<file path="config.mk">
export PLATFORM = sky130hd
export DESIGN_NAME = hazard_ctrl
export DESIGN_NICKNAME = d
export VERILOG_FILES = /design/src/rtl/hazard_ctrl.sv
export SDC_FILE = /design/constraint.sdc
export NUM_CORES = 1
export LEC_CHECK = 0
export BUFFER_PORTS_ARGS = -buffer_cell sky130_fd_sc_hd__buf_2
export CORE_MARGIN = 1
export CORE_UTILIZATION = 38
export DETAILED_ROUTE_END_ITERATION = 16
export MAX_ROUTING_LAYER = met4
export PLACE_DENSITY = 0.65
export SLEW_MARGIN = 20
export SYNTH_ARGS = -nofsm -noshare
export SYNTH_HDL_FRONTEND = slang
export SYNTH_SLANG_ARGS = --single-unit
export TNS_END_PERCENT = 50
</file>
<file path="constraint.sdc">
create_clock -name clk -period 2.2 [get_ports clk]
set_input_delay 0.44 -clock clk [delete_from_list [all_inputs] [get_ports clk]]
set_output_delay 0.44 -clock clk [all_outputs]
set_load 0.03 [all_outputs]
</file>
<file path="src/rtl/hazard_ctrl.sv">
// Execute-stage sequencing controller: load-use stalls, taken-branch flushes and
// multi-cycle MDU occupancy with start/done handshake, timeout watchdog and stall counter.
module hazard_ctrl #(
  parameter int unsigned MDU_TIMEOUT = 34,
  parameter int unsigned CNT_W       = 16
) (
  input  logic             clk,
  input  logic             rst,
  input  logic [4:0]       id_rs1_i,
  input  logic [4:0]       id_rs2_i,
  input  logic             id_use_rs1_i,
  input  logic             id_use_rs2_i,
  input  logic [4:0]       ex_rd_i,
  input  logic             ex_memread_i,
  input  logic             ex_mdu_i,
  input  logic             mdu_done_i,
  input  logic             branch_taken_i,
  output logic             mdu_start_o,
  output logic             pc_stall_o,
  output logic             ifid_stall_o,
  output logic             idex_stall_o,
  output logic             idex_bubble_o,
  output logic             exmem_bubble_o,
  output logic             ifid_flush_o,
  output logic             idex_flush_o,
  output logic             busy_o,
  output logic             err_o,
  output logic [CNT_W-1:0] stall_cnt_o
);

  localparam int unsigned BusyW = $clog2(MDU_TIMEOUT + 1);

  typedef enum logic [0:0] {StRun, StMduBusy} state_e;

  state_e           state_q, state_d;
  logic [BusyW-1:0] busy_cnt_q, busy_cnt_d;
  logic             err_q, err_d;
  logic [CNT_W-1:0] stall_cnt_q;
  logic             load_use;
  logic             mdu_release;

  assign load_use = ex_memread_i && (ex_rd_i != 5'd0) &&
                    ((id_use_rs1_i && (id_rs1_i == ex_rd_i)) ||
                     (id_use_rs2_i && (id_rs2_i == ex_rd_i)));

  // EX result advances either on a real done or when the watchdog expires.
  assign mdu_release = mdu_done_i || (busy_cnt_q == BusyW'(MDU_TIMEOUT));

  always_ff @(posedge clk) begin
    if (rst) begin
      state_q     <= StRun;
      busy_cnt_q  <= '0;
      err_q       <= 1'b0;
      stall_cnt_q <= '0;
    end else begin
      state_q    <= state_d;
      busy_cnt_q <= busy_cnt_d;
      err_q      <= err_d;
      if (pc_stall_o && (stall_cnt_q != '1)) begin
        stall_cnt_q <= stall_cnt_q + 1'b1;
      end
    end
  end

  always_comb begin
    state_d    = state_q;
    busy_cnt_d = busy_cnt_q;
    err_d      = err_q;
    unique case (state_q)
      StRun: begin
        if (!branch_taken_i && ex_mdu_i) begin
          state_d    = StMduBusy;
          busy_cnt_d = BusyW'(1);
        end
      end
      StMduBusy: begin
        if (mdu_release) begin
          state_d    = StRun;
          busy_cnt_d = '0;
          if (!mdu_done_i) begin
            err_d = 1'b1;
          end
        end else begin
          busy_cnt_d = busy_cnt_q + 1'b1;
        end
      end
      default: begin
        state_d    = StRun;
        busy_cnt_d = '0;
      end
    endcase
  end

  always_comb begin
    mdu_start_o    = 1'b0;
    pc_stall_o     = 1'b0;
    ifid_stall_o   = 1'b0;
    idex_stall_o   = 1'b0;
    idex_bubble_o  = 1'b0;
    exmem_bubble_o = 1'b0;
    ifid_flush_o   = 1'b0;
    idex_flush_o   = 1'b0;
    if (!rst) begin
      unique case (state_q)
        StRun: begin
          if (branch_taken_i) begin
            ifid_flush_o = 1'b1;
            idex_flush_o = 1'b1;
          end else if (ex_mdu_i) begin
            mdu_start_o    = 1'b1;
            pc_stall_o     = 1'b1;
            ifid_stall_o   = 1'b1;
            idex_stall_o   = 1'b1;
            exmem_bubble_o = 1'b1;
          end else if (load_use) begin
            pc_stall_o    = 1'b1;
            ifid_stall_o  = 1'b1;
            idex_bubble_o = 1'b1;
          end
        end
        StMduBusy: begin
          if (!mdu_release) begin
            pc_stall_o     = 1'b1;
            ifid_stall_o   = 1'b1;
            idex_stall_o   = 1'b1;
            exmem_bubble_o = 1'b1;
          end
        end
        default: ;
      endcase
    end
  end

  assign busy_o      = (state_q == StMduBusy);
  assign err_o       = err_q;
  assign stall_cnt_o = stall_cnt_q;

endmodule

</file>
==> flow_metrics.env <==
export IMPL_first_global_vias=1337
export IMPL_cp_start_kind="input port"
export IMPL_clock_sinks=24
export IMPL_finalWorstSetupSlack_ps=86.3
export IMPL_max_freq_mhz=473
export IMPL_firstDrtPassIters=5
export IMPL_drv_slew=0
export IMPL_whs_ps=481
export IMPL_num_antenna_cells=0
export IMPL_path_common_cell="buf_4"
export IMPL_antenna_left=0
export IMPL_synth_compound_area_share_pct=16.6
export IMPL_maxCapViolCount=0
export IMPL_p_leak_nw=0.820
export IMPL_drc=0
export IMPL_hp_class="reg -> reg"
export IMPL_clockRootBuffer="clkbuf_8"
export IMPL_nFillCells=350
export IMPL_die_w_um=64.0
export IMPL_core_area_um2=3660
export IMPL_fp_row_count=22
export IMPL_place_ws_ps=-61.0
export IMPL_syn_num_nets=206
export IMPL_clk_path_buf_depth=2
export IMPL_grt_max_degree=19
export IMPL_endpoint_kind="primary output"
export IMPL_synthMuxAreaShare_pct=3.09
export IMPL_cpLargestDelayFamily="simple AND/OR/NAND/NOR gates"
export IMPL_outcome="finished clean"
export IMPL_layout_min_cycle_time_ps=2110
export IMPL_cp_slowest_cell="nor4b_2"
export IMPL_synth_fa_ha_area_share_pct=2.57
export IMPL_finish_utilization_pct=54.7
export IMPL_synth_top_family_by_area="simple AND/OR/NAND/NOR gates"
export IMPL_setup_tns_final_ps=0
export IMPL_period_share_pct=96.1
export IMPL_relSlewSlack_pct=72.1
export IMPL_synthToLayoutAreaGrowth_pct=37.3
export IMPL_arrival_ps=1670
export IMPL_htree_levels=1
export IMPL_clock_latency_ps=270
export IMPL_drive_above_1_share_pct=39.2
export IMPL_peakVddDrop_v=0.000337
export IMPL_path_class="in -> out"
export IMPL_crit_chain="buf_2, or4_1, nor2_2, nor4b_2, buf_4, nand2_1, nor3_2, buf_4"
export IMPL_synthCells=180
export IMPL_cp_required_ps=1760
export IMPL_synth_cell_area_um2=1460
export IMPL_total_power_mw=1.11
export IMPL_setup_viol=0
export IMPL_gp_congestion=0.793
export IMPL_seq_area_frac_synth_pct=32.9
export IMPL_ios=49
export IMPL_post_drt_wl_per_cell_um=11.8
export IMPL_finClkSkew_ps=6.30
export IMPL_drt_vias_per_instance=5.19
export IMPL_dieHeight_um=64.0
export IMPL_vias=1496
export IMPL_cts_tree="done"
export IMPL_grt_ovfl_total=0
export IMPL_dp_hpwl_um=2480
export IMPL_ys_types=38
export IMPL_worst_pin_slew_ps=418
export IMPL_drtIter0Drc=52
export IMPL_io_buffers=48
export IMPL_crit_buf_inv=3
export IMPL_numCtsBuffers=3
export IMPL_rsz0062_at_grt="true"
export IMPL_hold_viol=0
export IMPL_critPathMaxFanout=3
export IMPL_final_nets=267
export IMPL_antenna_found_initial=0
export IMPL_grt_usage_pct=17.8
export IMPL_wl_um=3400
export IMPL_die_area_um2=4090
export IMPL_grt_pass1_wl_um=5740
export IMPL_cts_hold_fix_buffers=0
export IMPL_yosys_warnings=0
export IMPL_synth_simple_area_share_pct=33.2
export IMPL_start_util_pct=39.8
export IMPL_slowest_delay_ps=420
export IMPL_synth_xor_area_share_pct=6.00
export IMPL_clkSlewWorstSetupHoldPaths_ps=80
export IMPL_synth_seq_cells=24
export IMPL_power_density_nw_per_um2=553
export IMPL_avgSynthCellArea_um2=8.10
area by class of cell:
cell class	count	area, um^2	area share, %
clock buffer	3	41.3	2.06
clock inverter	1	30.0	1.50
inverter	3	11.3	0.562
multi-input combinational	141	952	47.5
sequential	24	483	24.1
tap	48	60.1	3.00
timing repair buffer	68	425	21.2
cells in the mapped netlist:
master    count  area share, %
and4b_4       1           0.94
ha_1          3            2.6
buf_4         4            2.1
or4_1         8            4.1
nand4b_1      2            1.2
nand4_1       4            1.7
a31oi_1       1           0.43
a21oi_1      17            5.8
dfxtp_1      24             33
a21boi_2      1           0.77
o22a_1        2            1.2
inv_1         3           0.77
or3_1         3            1.3
or2_2         1           0.43
clkbuf_1      4            1.0
o22ai_1       1           0.43
o21ai_0       7            2.4
o31ai_1       7            3.6
buf_6         1           0.77
nor4_1        1           0.43
nor3_1        4            1.4
nor2_1       22            5.7
nand2b_1      2           0.86
and3_1        3            1.3
nor3b_1       2            1.0
nand2_1       7            1.8
nor2b_1       6            2.6
nor4b_2       1            1.0
nor2b_2       1           0.60
xnor2_1      10            6.0
nor4b_1       2            1.2
or3b_1        1           0.60
nand3_1      13            4.5
o41ai_1       2            1.2
mux2_2        4            3.1
a21bo_2       1           0.69
and4_1        1           0.60
buf_2         3            1.0
cells in the final DEF, fill, tap and decap left out, drive strengths merged, types with 4 or more instances in the layout:
master,netlist,layout
nand2,7,7
a21oi,17,17
o21ai,7,7
xnor2,10,10
dfxtp,24,24
nor3,4,4
buf,8,68
nor2,22,22
mux2,4,4
nand3,13,13
o31ai,7,7
nor2b,7,7
or4,8,8
nand4,4,4
through the flow:
step / instances / instance area [um^2]
CTS: 288 / 1950
detailed placement: 281 / 1830
global placement: 281 / 1830
floorplan: 180 / 1480
finish: 288 / 2000
global route: 288 / 2000
registers in the layout, indices dropped and copies added, names as in the netlist:
signal       cells
busy_cnt_q       6
err_o            1
busy_o           1
stall_cnt_o     16
path summary, 6_finish.rpt:
path / start / end / slack [ps] / depth (start not counted)
hold / removal: err_o / err_o / 480 / 2
setup / recovery: ex_rd_i[1] / idex_bubble_o / 90 / 8
setup reg to reg: busy_cnt_q[0] / stall_cnt_o[3] / 110 / 9
hold reg to reg: err_o / err_o / 480 / 2
cell families (layout without fill, tap and decap cells):
logic type	after synthesis	count (layout)
XOR/XNOR	10	10
AND/OR/NAND/NOR	85	85
adder cells (fa/ha/maj)	3	3
AO/OA/AOI/OAI	39	39
flip-flops	24	24
buffers and inverters	15	75
multiplexers	4	4
power by group:
part / internal, mW / switching, mW / total (mW)
clock network: 0.243 / 0.146 / 0.389
logic: 0.121 / 0.138 / 0.259
registers: 0.445 / 0.0146 / 0.459
total: 0.809 / 0.298 / 1.11
worst reg2reg max path, delay by kind of cell, from the launching register on:
family | cells | cell delay [ps]
DFF | 1 | 330
AOI/OAI and AO/OA | 3 | 500
buffers and inverters | 3 | 350
and+or+nand+nor | 2 | 670
adders and majority gates | 1 | 180
routing by layer:
metal	vias to the layer above	share of wire [%]	global-route usage (%)
met3	2	5.6	1.96
met4	0	0.77	6.82
met5	-	0	-
li1	776	-	-
met2	46	44	27.8
met1	672	49	23.4
what timing repair did:
item                                    4_1_cts  5_1_grt
pin swaps                                     5        4
setup buffers                                 4        0
gates resized for setup                       8       12
endpoints found under the setup margin        2       15
No activity file was read; power rests on OpenSTA's default activity.
